[src/rtl/store_wbuf_pkg.sv]
// store_wbuf_pkg: shared store-control and drain-state encodings for the store write buffer.
`ifndef STORE_WBUF_DEFINES
`define STORE_WBUF_DEFINES
`define SB_CONTROL 6'b101000
`define SH_CONTROL 6'b101001
`define SW_CONTROL 6'b101011
`define WB_IDLE 2'd0
`define WB_REQ 2'd1
`define WB_WAIT 2'd2
`endif
package store_wbuf_pkg;
  localparam logic [5:0] SB_C = `SB_CONTROL;
  localparam logic [5:0] SH_C = `SH_CONTROL;
  localparam logic [5:0] SW_C = `SW_CONTROL;
  typedef enum logic [1:0] {
    ST_IDLE = `WB_IDLE,
    ST_REQ  = `WB_REQ,
    ST_WAIT = `WB_WAIT
  } wb_state_e;
  function automatic logic [31:0] lane_mask(input logic [3:0] s);
    return {{8{s[3]}}, {8{s[2]}}, {8{s[1]}}, {8{s[0]}}};
  endfunction
endpackage

[src/rtl/store_lane_align.sv]
// store_lane_align: alignment check and byte-lane strobe/data placement for SB/SH/SW.
module store_lane_align
  import store_wbuf_pkg::*;
(
  input  logic [5:0]  ctrl_i,
  input  logic [1:0]  off_i,
  input  logic [31:0] wd_i,
  output logic        err_o,
  output logic [3:0]  wstrb_o,
  output logic [31:0] wdata_o
);
  logic sb, sh, sw;
  assign sb = ctrl_i == SB_C;
  assign sh = ctrl_i == SH_C;
  assign sw = ctrl_i == SW_C;
  assign err_o = (sw & |off_i) | (sh & off_i[0]);
  assign wstrb_o = sw ? 4'b1111 : sh ? (off_i[1] ? 4'b0011 : 4'b1100) : sb ? 4'b1000 >> off_i : 4'b0000;
  // Replicate the source across all lanes, then keep only the enabled ones.
  assign wdata_o = (sw ? wd_i : sh ? {2{wd_i[15:0]}} : {4{wd_i[7:0]}}) & lane_mask(wstrb_o);
endmodule

[src/rtl/store_wbuf.sv]
// store_wbuf: MEM-stage store buffer; aligns stores, queues them and drains one at a time
// over the req/addr_ok/data_ok bus.
module store_wbuf
  import store_wbuf_pkg::*;
#(
  parameter int DEPTH = 4,
  parameter int AW = 32
) (
  input  logic          clk,
  input  logic          rst,
  input  logic          store_validM,
  input  logic [5:0]    alucontrolM,
  input  logic [AW-1:0] aluoutM,
  input  logic [31:0]   writedataM,
  input  logic          flushM,
  input  logic          load_validM,
  output logic          saddrerrM,
  output logic [AW-1:0] badvaddrM,
  output logic          stallM,
  output logic          wbuf_empty,
  output logic          data_req,
  output logic          data_wr,
  output logic [3:0]    data_wstrb,
  output logic [AW-1:0] data_addr,
  output logic [31:0]   data_wdata,
  input  logic          data_addr_ok,
  input  logic          data_data_ok
);
  localparam int PW = $clog2(DEPTH);
  logic [AW-3:0] addr_q [DEPTH];
  logic [3:0] strb_q [DEPTH];
  logic [31:0] data_q [DEPTH];
  logic [PW-1:0] wptr_q, rptr_q;
  logic [PW:0] cnt_q, cnt_d;
  wb_state_e st_q, st_d;
  logic err, full, push, pop, hit;
  logic [3:0] strb;
  logic [31:0] wdata;
  store_lane_align u_align (
    .ctrl_i (alucontrolM),
    .off_i  (aluoutM[1:0]),
    .wd_i   (writedataM),
    .err_o  (err),
    .wstrb_o(strb),
    .wdata_o(wdata)
  );
  assign saddrerrM = store_validM & err;
  assign badvaddrM = saddrerrM ? aluoutM : '0;
  assign full = cnt_q == (PW+1)'(DEPTH);
  assign push = store_validM & ~err & ~flushM & ~full;
  assign pop = (st_q == ST_REQ & data_addr_ok & data_data_ok) | (st_q == ST_WAIT & data_data_ok);
  assign cnt_d = cnt_q + (PW+1)'(push) - (PW+1)'(pop);
  assign stallM = (store_validM & ~flushM & ~saddrerrM & full) | (load_validM & hit);
  assign wbuf_empty = (cnt_q == '0) & (st_q == ST_IDLE);
  assign data_req = st_q == ST_REQ;
  assign data_wr = 1'b1;
  assign data_addr = {addr_q[rptr_q], 2'b00};
  assign data_wstrb = strb_q[rptr_q];
  assign data_wdata = data_q[rptr_q];
  // The in-flight entry stays in the FIFO until data_ok, so scanning valid slots covers it.
  always_comb begin
    hit = 1'b0;
    for (int i = 0; i < DEPTH; i++)
      if ((PW+1)'(PW'(i) - rptr_q) < cnt_q && addr_q[i] == aluoutM[AW-1:2]) hit = 1'b1;
  end
  always_comb begin
    st_d = st_q;
    unique case (st_q)
      ST_IDLE: st_d = (cnt_q != '0) ? ST_REQ : ST_IDLE;
      ST_REQ:  st_d = !data_addr_ok ? ST_REQ : !data_data_ok ? ST_WAIT : (cnt_d != '0) ? ST_REQ : ST_IDLE;
      ST_WAIT: st_d = !data_data_ok ? ST_WAIT : (cnt_d != '0) ? ST_REQ : ST_IDLE;
      default: st_d = ST_IDLE;
    endcase
  end
  always_ff @(posedge clk) begin
    if (rst) begin
      cnt_q <= '0;
      wptr_q <= '0;
      rptr_q <= '0;
      st_q <= ST_IDLE;
    end else begin
      cnt_q <= cnt_d;
      st_q <= st_d;
      if (push) wptr_q <= wptr_q + 1'b1;
      if (pop) rptr_q <= rptr_q + 1'b1;
    end
  end
  always_ff @(posedge clk) begin
    if (push) begin
      addr_q[wptr_q] <= aluoutM[AW-1:2];
      strb_q[wptr_q] <= strb;
      data_q[wptr_q] <= wdata;
    end
  end
endmodule

[config.mk]
export PLATFORM = sky130hd
export DESIGN_NAME = store_wbuf
export DESIGN_NICKNAME = d
export VERILOG_FILES = /design/src/rtl/store_wbuf_pkg.sv /design/src/rtl/store_lane_align.sv /design/src/rtl/store_wbuf.sv
export SDC_FILE = /design/constraint.sdc
export NUM_CORES = 1
export LEC_CHECK = 0
export CAP_MARGIN = 0
export CORE_AREA = 8 8 155 157
export DETAILED_ROUTE_END_ITERATION = 8
export DIE_AREA = 0 0 163 165
export MAX_ROUTING_LAYER = met4
export PLACE_DENSITY = 0.85
export SETUP_SLACK_MARGIN = 0.05
export SLEW_MARGIN = 20
export SYNTH_ARGS = -nofsm -noshare
export SYNTH_HDL_FRONTEND = slang
export SYNTH_SLANG_ARGS = --single-unit
[constraint.sdc]
create_clock -name clk -period 11.6 [get_ports clk]
set_input_delay 2.9 -clock clk [delete_from_list [all_inputs] [get_ports clk]]
set_output_delay 2.9 -clock clk [all_outputs]
set_load 0.1 [all_outputs]
---- Word level (Yosys, flattened, before mapping) ----
Memories as Yosys holds them, arrays and structs flattened. A register that Yosys moved wholly into a read port is not among the register bits.
Index checks and enable logic that the tools add are counted.
cells by class
  add/sub/neg operators ................... 8
  multiply operators ...................... 0
  divide/modulo/power cells ............... 0
  $lt $le $gt $ge ......................... 4
  eq/ne operators ......................... 10
  shifts and indexed selects .............. 1
  multiplexer cells ....................... 24
  bitwise operators ....................... 22
  reduce and logical (&&, ||, !) cells .... 9
operator list
  kind                                                                 number
  30-bit == test                                                       4
  32-bit 2-to-1 mux                                                    3
  32-bit AND                                                           1
  6-bit == test (second input constant)                                3
  2-bit 2-to-1 mux                                                     8
  4-bit 2-to-1 mux                                                     4
  1-bit AND                                                            14
  3-bit < comparator                                                   4
  1-bit 2-to-1 mux                                                     8
  2-bit one-hot mux with 3 select lines                                1
  3-bit nonzero test                                                   2
  1-bit by 2-bit subtractor with 3-bit output (first input constant)   2
  2-bit by 2-bit subtractor with 3-bit output (first input constant)   2
  2-bit by 1-bit adder with 2-bit output (second input constant)       2
  1-bit logical AND                                                    4
  1-bit NOT                                                            4
  4-bit by 2-bit right shift with 4-bit output (first input constant)  1
  3-bit by 1-bit adder with 3-bit output                               1
  3-bit == test (second input constant)                                1
  3-bit zero test                                                      1
  1-bit bitwise OR                                                     3
  3-bit by 1-bit subtractor with 3-bit output                          1
  2-bit by 1-bit == test with 1-bit output (second input constant)     1
  2-bit == test (second input constant)                                1
  2 further kinds                                                      2
word-level totals
  flip-flop bits (word level) ............. 9
  latch bits .............................. 0
  RAM bits ................................ 264
  ROM bits ................................ 0
  input port bits ......................... 77
  output and inout bits ................... 105
  word-level logic and storage cells ...... 85
  memories kept ........................... 3
memory list
  name    words  width  rd ports  clocked after memory_dff  write ports  RTL line          source
  data_q  4      32     1         1                         1            store_wbuf.sv:32  logic [31:0] data_q [DEPTH];
  addr_q  4      30     5         1                         1            store_wbuf.sv:30  logic [AW-3:0] addr_q [DEPTH];
  strb_q  4      4      1         1                         1            store_wbuf.sv:31  logic [3:0] strb_q [DEPTH];

---- Longest topological paths before layout ----
Gate-level depths: netlist of run 1.
  depth after elaboration ................. 14
  gate-level depth with buffers ........... 14
  mapped depth without buffers ............ 14

---- Hierarchy ----
Synthesis of run 1 repeated with hierarchy kept, for this count alone.
second synthesis, totals
  cells, all modules ...................... 770
  area, all modules ....................... 12594.6 µm²
modules (own cells, without submodules)
  module            times used  cells each  area an instance (µm²)  seq. area each (µm²)
  store_wbuf        1           664         11954.0                 8147.8
  store_lane_align  1           106         640.6                   0.0

---- Worst setup path after synthesis of run 1 ----
OpenSTA, ideal clock, no wires.
  kind .................................... input to output
  start point ............................. input alucontrolM[2]
  end point ............................... output badvaddrM[22]
  arrival time ............................ 4.939 ns
  data required time ...................... 8.700 ns
  slack ................................... 3.761 ns
  stages .................................. 5
  path buffers ............................ 1
  cells stage by stage .................... and4bb_4 -> nand2_2 -> nor3b_2 -> buf_2 -> and2_1
on the way
  word-level cells in the longest chain between the ends .. 5
  elaborated cells between the ends (all ways) .. 7
  classes of those cells .................. eq/ne (2); mux (1); bitwise (4)
RTL lines
  item                              RTL line                                        source
  start, declared                   store_wbuf.sv:12                                input logic [5:0] alucontrolM,
  6-bit == test (on tied branches)  store_lane_align.sv:15, store_lane_align.sv:14
  1-bit AND                         store_lane_align.sv:16                          assign err_o = (sw & |off_i) | (sh & off_i[0]);
  1-bit bitwise OR *                store_lane_align.sv:16
  1-bit AND *                       store_wbuf.sv:47                                assign saddrerrM = store_validM & err;
  named net saddrerrM               store_wbuf.sv:17                                output logic saddrerrM,
  32-bit 2-to-1 mux *               store_wbuf.sv:48                                assign badvaddrM = saddrerrM ? aluoutM : '0;
  end, declared                     store_wbuf.sv:18                                output logic [AW-1:0] badvaddrM,
The timed path passes the listed nets; every way through them passes the cells marked *.

---- Worst setup path in the final report of run 1 ----
  start point ............................. input alucontrolM[1]
  end point ............................... output badvaddrM[20]
on the way
  word-level cells in the longest chain between the ends .. 5
  elaborated cells between the ends (all ways) .. 7
  classes of those cells .................. eq/ne (2); mux (1); bitwise (4)
RTL lines
  item                              RTL line
  6-bit == test (on tied branches)  store_lane_align.sv:15, store_lane_align.sv:14
  1-bit AND                         store_lane_align.sv:16
  1-bit bitwise OR *                store_lane_align.sv:16
  1-bit AND *                       store_wbuf.sv:47
  32-bit 2-to-1 mux *               store_wbuf.sv:48
Every way passes the cells marked *; elsewhere a longest branch is shown, timed or not.

==> results.py, run 1 <==
metrics = {
    "synthesis": {
        "synthTopCellsByArea": "edfxtp_1 63%, mux4_2 12%, xor2_1 7.5%",
        "synth-simple-area-share_pct": 6.92,
        "synth_top_family_by_area": "multiplexers",
        "synth_fa_ha_area_share_pct": 1.66,
        "synthTopCellsByCount": "264 x edfxtp_1, 107 x xor2_1, 66 x mux4_2",
        "ys_seq_area_share_pct": 65.2,
        "synthXorXnorAreaFrac_pct": 8.68,
        "ys_seq_elements": 275,
        "synth_compound_area_share_pct": 2.11,
        "synth_edf_count": 264,
        "yosysMostFrequentCell": "edfxtp_1",
        "synthArstFlopShare_pct": 0,
        "ys.flop_type": "edfxtp_1",
        "synth_top_area_share_pct": 63.4,
        "syn-cell-area_sq_um": 12500,
        "yosys_warnings": 0,
        "syn_inst": 766,
        "synth.distinct_cells": 45,
        "synth_mux_area_share_pct": 12.7,
        "yosys.area.top_type": "edfxtp_1",
        "syn_area_per_cell_sq_um": 16.3,
    },
    "detailed_routing": {
        "first_pass_iters": 4,
        "drt-total-wl_mm": 29.7,
        "wire_per_inst_um": 24.2,
        "vias": 7219,
        "vias_per_cell": 5.90,
        "routed-wl-met2_mm": 14.7,
        "wl_met1_mm": 11.3,
        "highest_layer": "met4",
        "route.met3.wl_mm": 2.63,
        "first_iter_violations": 493,
        "drc": 0,
        "ant_nets": 0,
    },
    "clock_network": {
        "cts_buffers": 27,
        "cts.sinks": 275,
        "clock_latency_ns": 0.54,
        "root_buffer": "clkbuf_16",
        "post_cts_buffers": 0,
        "cts_buffer_depth": 3,
        "cts_tree": "built",
        "path_clk_slew_ns": 0.06,
        "post_cts_resize_count": 0,
        "htreeDepth": 1,
        "cts_hold_buf": 0,
    },
    "power": {
        "ir_drop_mv": 0.134,
        "power.density_nw_per_um2": 179,
        "total_leakage_power_nw": 5.07,
    },
    "sta": {
        "fin_crit_ns": 9.17,
        "worst_pin_slew_ns": 1.09,
        "fin_skew_ns": 0.0179,
        "finalSetupViolCount": 0,
        "fmax_mhz": 109,
        "slew_headroom_pct": 26.8,
        "hold_viol_final": 0,
        "min_period_over_period_pct": 79.0,
        "slew_violations": 0,
        "rsz0062_at_grt": "no",
        "tns_ns": 0,
    },
    "grt": {
        "grt_usage_pct": 22.6,
        "grt_pass1_wl_mm": 44.6,
        "grt_max_degree": 61,
        "grt_pass1_vias": 7584,
        "overflow": 0,
        "antenna_found_initial": 0,
    },
    "final_layout": {
        "area_growth_pct": 21.8,
        "post-route-cell-area_sq_um": 15200,
        "drive_above_1_share_pct": 13.7,
        "num-nets-final": 1017,
        "diodes": 0,
        "instances_no_fill": 1224,
    },
    "worst_setup_path": {
        "cp-start-kind": "input port",
        "r2r_setup_slack_ns": 8.65,
        "crit_slowest_cell": "clkdlybuf4s50_1",
        "worstPathArrival_ns": 6.27,
        "cp-end-kind": "output pin",
        "r2r_start": "cnt_q[0]$_SDFF_PP0_",
        "worstRegToRegCells": 12,
        "path_cells": "clkdlybuf4s50_1 > a21oi_1 > nor3b_4 > buf_4 > and2_1 > clkdlybuf4s50_1",
        "criticalPathCategory": "input port to output pin",
        "critPathMaxFanout": 31,
        "cp.required_ns": 8.70,
        "cp_slowest_stage_delay_ns": 1.16,
        "r2r_end": "st_q[0]$_SDFF_PP0_",
        "critPathMostFrequentCell": "clkdlybuf4s50_1",
    },
    "flow_run": {
        "cap_violations": 0,
    },
    "place": {
        "io_buffers": 178,
        "place_congestion": 0.888,
        "place_area_sq_um": 14400,
        "dpl.cell_count": 1175,
        "dp.final_hpwl_mm": 20.2,
    },
    "min_path": {
        "hold_path.class": "register to register",
        "holdPathStages": 1,
        "min_to": "st_q[0]$_SDFF_PP0_",
        "hold_path.startpoint": "st_q[1]$_SDFF_PP0_",
    },
    "floorplanning": {
        "die_w_um": 163,
        "top_level_ports": 182,
        "start_util_pct": 58.2,
        "fp-row-count": 54,
        "die_y_um": 165,
        "dieArea_sq_um": 26900,
        "core_sq_um": 21500,
    },
    "outcome": {
        "outcome": "complete, no violations",
    },
}
logic make-up after synthesis:
logic type,after synthesis
DFF,275
and+or+nand+nor,157
xor gates and xnor gates,124
muxes,75
buffers and inverters,72
AOI/OAI and AO/OA,45
adders and majority gates,16
other,2
worst max-delay path: cells and delay by family:
family	cells	cell delay [ns]
AOI/OAI and AO/OA	1	0.28
buffers and inverters	3	2.56
and+or+nand+nor	2	0.50
where the power goes:
part / total, W / internal [W] / switching (W)
registers: 0.00117 / 0.00113 / 0.0000347
logic: 0.000750 / 0.000216 / 0.000534
clock network: 0.000807 / 0.000451 / 0.000356
how the worst max path moves through the flow:
| stage | from | to | cells after the start | slack (ns) |
|---|---|---|---|---|
| 2_1_floorplan | alucontrolM[2] | badvaddrM[22] | 5 | 3.76 |
| 3_3_place_gp | aluoutM[12] | stallM | 8 | 2.50 |
| 3_5_place_dp | aluoutM[31] | stallM | 8 | 2.49 |
| 4_1_cts | alucontrolM[1] | badvaddrM[20] | 6 | 2.49 |
| 5_1_grt | aluoutM[31] | stallM | 8 | 2.26 |
| 6_report | alucontrolM[1] | badvaddrM[20] | 6 | 2.43 |
stage by stage:
stage	hold WS, ns	setup slack, ns	utilization, %	total power, W
detailed placement	0.526	2.49	67.1	0.00194
CTS	0.535	2.49	70.9	0.00274
global placement	0.511	2.50	67.1	0.00194
floorplan	0.493	3.76	-	0.00175
global route	0.578	2.26	70.9	0.00281
finish	0.533	2.43	70.9	0.00273
cell usage in the layout (no fill, tap or decap), types with 2 or more instances in the layout:
master and n:
conb_1 3, nand2b_1 3, clkbuf_1 8, clkdlybuf4s50_1 178, and2_1 39, a21oi_1 31
nand3_1 9, o21ai_0 2, inv_1 15, dfxtp_1 9, and2_2 5, nand2_1 39
xnor2_1 17, nor2_1 10, clkinv_1 6, o21ai_1 2, ha_1 15, mux2_2 8
clkbuf_16 27, clkinv_2 4, inv_6 2, nor4_1 26, edfxtp_1 264, nor3_1 3
mux4_2 66, nor2b_1 8, buf_4 7, xor2_1 107, nand4_1 9
registers in the layout, indices dropped and copies added (netlist names), named ones only:
| register | flops |
|---|---|
| wptr_q | 2 |
| st_q | 2 |
| rptr_q | 2 |
| strb_q | 16 |
| cnt_q | 3 |
| data_q | 128 |
| addr_q | 120 |
layout make-up:
cell class / instances / area (sq um)
clock buffers: 35 / 706
clock inverters: 14 / 97.6
fillers: 1365 / 6260
inverters: 15 / 56.3
multi-input cells: 420 / 4030
flip-flops and latches: 275 / 8150
well taps: 280 / 350
repair buffers: 185 / 1830
per-layer routing:
metal	track usage, %	vias up
met4	7.42	0
li1	-	3204
met5	-	-
met1	27.7	3607
met3	4.79	64
met2	37.2	344
(Power assumes the default switching activity.)
==> run 2: changes to the inputs <==
- CORE_AREA: 8 8 155 157 -> 8 8 169 171
- DIE_AREA: 0 0 163 165 -> 0 0 177 179
- PLACE_DENSITY: 0.85 -> 0.75
- clock period: 11.6 -> 8.3 ns (I/O delays scaled with it)
==> run 2 against run 1 <==
  * Register-to-register slack worse by 3.4 ns
  * Wire length increased by 2.6%
  * Global-route usage decreased by 2.9 points
  * Final cell count rose by 4.8%
  * Core utilization is 11 points lower
  * Final area rose by 1.3%
  * Hold slack better by 0.017 ns
  * Combinational power increased by 40%
  * Largest power group unchanged
==> results.py, run 2 (synthesis results as in run 1) <==
metrics = {
    "floorplanning": {
        "top_level_ports": 182,
        "die_y_um": 179,
        "start_util_pct": 48.5,
        "core_sq_um": 25800,
        "fp-row-count": 59,
        "dieArea_sq_um": 31700,
        "die_w_um": 177,
    },
    "power": {
        "seq_power_share_pct": 40.5,
        "p_int_w": 0.00274,
        "p_comb_share_pct": 25.9,
        "ir_drop_mv": 0.195,
        "switching_share_pct": 32.3,
        "power.density_nw_per_um2": 262,
        "total_leakage_power_nw": 5.22,
        "p_sw_w": 0.00131,
        "clockPowerShare_pct": 33.6,
    },
    "sta": {
        "hold_viol_final": 0,
        "fin_skew_ns": 0.0143,
        "worst_hold_slack_ns": 0.550,
        "finalSetupViolCount": 0,
        "slew_headroom_pct": 26.9,
        "fin_crit_ns": 6.73,
        "finalWorstSetupSlack_ns": 1.57,
        "fmax_mhz": 149,
        "tns_ns": 0,
        "worst_pin_slew_ns": 1.09,
        "slew_violations": 0,
        "rsz0062_at_grt": "no",
        "min_period_over_period_pct": 81.1,
    },
    "clock_network": {
        "clock_latency_ns": 0.54,
        "cts_buffer_depth": 3,
        "cts_hold_buf": 0,
        "post_cts_buffers": 0,
        "post_cts_resize_count": 0,
        "htreeDepth": 1,
        "cts.sinks": 275,
        "path_clk_slew_ns": 0.06,
        "root_buffer": "clkbuf_16",
        "cts_buffers": 28,
        "cts_tree": "built",
    },
    "final_layout": {
        "top_register": "data_q",
        "nFillCells": 1944,
        "drive_above_1_share_pct": 18.1,
        "instances_no_fill": 1283,
        "num-nets-final": 1019,
        "reg.largest.list": "data_q: 128 flops, addr_q: 120 flops, strb_q: 16 flops",
        "multi_input_area_sq_um": 4030,
        "layout_commonest_cell": "edfxtp_1",
        "post-route-cell-area_sq_um": 15400,
        "seq_area_sq_um": 8150,
        "area_growth_pct": 23.4,
        "final_cell_mix": "264 x edfxtp_1, 145 x clkdlybuf4s50_1, 107 x xor2_1",
        "largest_reg_flops": 128,
    },
    "detailed_routing": {
        "first_iter_violations": 623,
        "wire_per_inst_um": 23.7,
        "first_pass_iters": 5,
        "drt-total-wl_mm": 30.4,
        "ant_nets": 0,
        "vias_per_cell": 5.67,
        "vias": 7272,
        "drc": 0,
    },
    "min_path": {
        "holdPathStages": 1,
        "min_to": "st_q[0]$_SDFF_PP0_",
        "hold_path.startpoint": "st_q[1]$_SDFF_PP0_",
        "hold_path.class": "register to register",
    },
    "grt": {
        "grt_pass1_wl_mm": 45.7,
        "grt_max_degree": 46,
        "grt_usage_pct": 19.7,
        "antenna_found_initial": 1,
        "grt_pass1_vias": 7458,
        "overflow": 0,
    },
    "worst_setup_path": {
        "cp.required_ns": 6.23,
        "r2r_start": "cnt_q[0]$_SDFF_PP0_",
        "cp-end-kind": "output pin",
        "r2r_end": "st_q[0]$_SDFF_PP0_",
        "worstRegToRegCells": 12,
        "r2r_setup_slack_ns": 5.25,
        "cp-start-kind": "input port",
        "critPathMaxFanout": 9,
        "worstPathArrival_ns": 4.66,
        "criticalPathCategory": "input port to output pin",
    },
    "place": {
        "place_congestion": 0.898,
        "dp.final_hpwl_mm": 21.0,
        "place_area_sq_um": 14400,
        "dpl.cell_count": 1231,
        "io_buffers": 178,
        "dp_slack_ns": 1.59,
    },
    "flow_run": {
        "cap_violations": 0,
    },
    "outcome": {
        "outcome": "complete, no violations",
    },
}
[run 2: metrics by stage]
step,util (%),total power [W]
final,59.9,0.00405
after global routing,59.9,0.00417
after CTS,59.9,0.00408
after detailed placement,56.0,0.00272
after global placement,56.0,0.00272
after floorplan,-,0.00245
[run 2: cell type report]
| cell class | instances | share of cell area, % |
|---|---|---|
| Antenna cell | 1 | 0.0162 |
| Tap cell | 335 | 2.72 |
| Sequential cell | 275 | 52.8 |
| Multi-Input combinational cell | 420 | 26.1 |
| Timing Repair Buffer | 186 | 11.4 |
| Inverter | 15 | 0.365 |
| Clock inverter | 17 | 1.69 |
| Clock buffer | 34 | 4.83 |
[run 2: worst max-delay path, cell delays in order]
cell and delay (ns):
clkdlybuf4s50_1 0.80, xor2_1 0.20, nor4_1 0.35, nand4_1 0.16
a2111oi_1 0.39, o41ai_1 0.18, o21ai_1 0.15, buf_4 0.33
[run 2: per-layer routing]
metal / routed length, um / vias up / part of all wire [%] / GRT usage (%)
met5: 0 / - / 0 / -
met4: 921 / 0 / 3.0 / 6.13
met3: 2360 / 61 / 7.7 / 4.23
met2: 14900 / 315 / 49 / 31.8
met1: 12300 / 3680 / 40 / 24.8
li1: - / 3216 / - / -
[run 2: worst max path at each step]
stage / slack (ns) / end / from
after global routing: 1.45 / stallM / aluoutM[12]
after global placement: 1.60 / stallM / aluoutM[12]
final: 1.57 / stallM / aluoutM[12]
after detailed placement: 1.59 / stallM / aluoutM[12]
after floorplan: 2.11 / badvaddrM[22] / alucontrolM[2]
after CTS: 1.59 / stallM / aluoutM[12]
[run 2: power by group through the flow]
stage          logic, W  registers [W]  clock network [W]
6_report        0.00105        0.00164            0.00136
5_1_grt         0.00109        0.00165            0.00144
4_1_cts         0.00106        0.00164            0.00138
3_5_place_dp    0.00105        0.00167                  0
3_3_place_gp    0.00105        0.00167                  0
2_1_floorplan  0.000810        0.00164                  0
==> run 3: changes to the inputs <==
- clock period: 8.3 -> 5.55 ns (I/O delays scaled with it)
==> run 3 against run 2 <==
  * Die area is the same
  * Combinational power up 52%
  * Core utilization rose by 2.0 points
  * Sequential power grew 48%
  * Clock skew increased by 0.0022 ns
  * Critical path depth unchanged
  * Final cell count increased by 1.1%
  * Hold slack improved by 0.0084 ns
  * Final area increased by 3.3%
  * Sequential share of layout area shrank 1.7 points
  * Via count fell by 0.40%
  * Critical endpoint unchanged
  * Largest cell class unchanged
  * Highest routed layer unchanged
==> results.py, run 3 (synthesis results as in run 1) <==
metrics = {
    "min_path": {
        "hold_path.startpoint": "st_q[1]$_SDFF_PP0_",
        "hold_path.class": "register to register",
        "holdPathStages": 1,
        "min_to": "st_q[0]$_SDFF_PP0_",
    },
    "floorplanning": {
        "fp-row-count": 59,
        "die_w_um": 177,
        "die_y_um": 179,
        "top_level_ports": 182,
        "dieArea_sq_um": 31700,
        "start_util_pct": 48.5,
        "core_sq_um": 25800,
    },
    "power": {
        "switching_share_pct": 33.0,
        "total_leakage_power_nw": 5.38,
        "seq_power_share_pct": 41.5,
        "p_sw_w": 0.00193,
        "clockPowerShare_pct": 31.2,
        "p_int_w": 0.00393,
        "ir_drop_mv": 0.250,
        "p_comb_share_pct": 27.3,
        "power.density_nw_per_um2": 368,
    },
    "worst_setup_path": {
        "path_cells": "clkdlybuf4s50_1 > xor2_1 > nor4_1 > nand4_1 > nor4_1 > o41ai_1 > o21ai_1 > buf_12",
        "r2r_setup_slack_ns": 2.58,
        "worstRegToRegCells": 12,
        "cp_slowest_stage_delay_ns": 0.70,
        "r2r_end": "st_q[0]$_SDFF_PP0_",
        "cp-end-kind": "output pin",
        "cp.required_ns": 4.16,
        "r2r_start": "cnt_q[0]$_SDFF_PP0_",
        "critPathMostFrequentCell": "nor4_1",
        "worstPathArrival_ns": 3.92,
        "crit_slowest_cell": "clkdlybuf4s50_1",
        "cp-start-kind": "input port",
        "critPathMaxFanout": 9,
        "criticalPathCategory": "input port to output pin",
    },
    "clock_network": {
        "path_clk_slew_ns": 0.06,
        "cts_buffer_depth": 3,
        "cts_tree": "built",
        "cts.sinks": 275,
        "post_cts_buffers": 0,
        "root_buffer": "clkbuf_16",
        "clock_latency_ns": 0.54,
        "htreeDepth": 1,
        "cts_hold_buf": 0,
        "post_cts_resize_count": 0,
        "cts_buffers": 28,
    },
    "final_layout": {
        "instances_no_fill": 1297,
        "diodes": 0,
        "final_cell_mix": "264 x edfxtp_1, 144 x clkdlybuf4s50_1, 107 x xor2_1",
        "num-nets-final": 1033,
        "post-route-cell-area_sq_um": 15900,
        "reg.largest.list": "data_q: 128 flops, addr_q: 120 flops, strb_q: 16 flops",
        "area_growth_pct": 27.4,
        "largest_reg_flops": 128,
        "layout_commonest_cell": "edfxtp_1",
        "drive_above_1_share_pct": 19.3,
        "nFillCells": 1910,
        "top_register": "data_q",
    },
    "place": {
        "place_congestion": 0.874,
        "dpl.cell_count": 1245,
        "io_buffers": 178,
        "place_area_sq_um": 15000,
        "dp.final_hpwl_mm": 21.3,
    },
    "grt": {
        "antenna_found_initial": 0,
        "grt_pass1_vias": 7610,
        "overflow": 0,
        "grt_max_degree": 39,
        "grt_pass1_wl_mm": 45.5,
        "grt_usage_pct": 19.6,
    },
    "detailed_routing": {
        "ant_nets": 0,
        "drc": 0,
        "wire_per_inst_um": 23.4,
        "first_iter_violations": 540,
        "vias_per_cell": 5.58,
        "vias": 7243,
        "first_pass_iters": 4,
        "drt-total-wl_mm": 30.4,
    },
    "sta": {
        "rsz0062_at_grt": "no",
        "worst_hold_slack_ns": 0.558,
        "worst_pin_slew_ns": 1.11,
        "hold_viol_final": 0,
        "finalSetupViolCount": 0,
        "tns_ns": 0,
        "slew_headroom_pct": 25.8,
        "fmax_mhz": 189,
        "fin_skew_ns": 0.0164,
        "fin_crit_ns": 5.30,
        "min_period_over_period_pct": 95.6,
        "slew_violations": 0,
    },
    "outcome": {
        "outcome": "complete, no violations",
    },
    "flow_run": {
        "cap_violations": 0,
    },
}
## run 3: per-layer routing
layer	track usage [%]	part of all wire, %
met5	-	0
met1	24.8	39
met2	31.7	49
met3	3.85	9.0
met4	5.92	2.6
## run 3: power groups by stage
stage	sequential [W]	clock, W	combinational, W
5_1_grt	0.00245	0.00194	0.00167
3_5_place_dp	0.00248	0	0.00161
3_3_place_gp	0.00247	0	0.00161
4_1_cts	0.00243	0.00187	0.00162
6_report	0.00243	0.00183	0.00160
2_1_floorplan	0.00245	0	0.00121
## run 3: area by class of cell
cell class / count / area (sq um) / area share (%)
clock inverter: 9 / 71.3 / 0.448
multi-input combinational: 420 / 4030 / 25.3
tap: 335 / 419 / 2.63
inverter: 15 / 56.3 / 0.353
clock buffer: 43 / 848 / 5.33
sequential: 275 / 8150 / 51.2
timing repair buffer: 200 / 2350 / 14.8
## run 3: worst max path at each step
stage / endpoint / from
after floorplan: wbuf_empty / cnt_q[0]$_SDFF_PP0_
after global placement: stallM / aluoutM[17]
after detailed placement: stallM / aluoutM[17]
after CTS: stallM / aluoutM[17]
after global routing: stallM / aluoutM[17]
final: stallM / aluoutM[17]
## run 3: stage by stage
step	setup WS [ns]	util [%]	power (W)
global route	0.0915	61.8	0.00606
floorplan	0.518	-	0.00366
finish	0.247	61.8	0.00587
global placement	0.278	58.3	0.00408
detailed placement	0.246	58.3	0.00409
CTS	0.254	61.8	0.00592
## run 3: critical path: cells and delay by family
family	cells	cell delay (ns)
AO/OA/AOI/OAI	2	0.37
AND/OR/NAND/NOR	3	1.07
buffers and inverters	2	0.92
XOR/XNOR	1	0.15
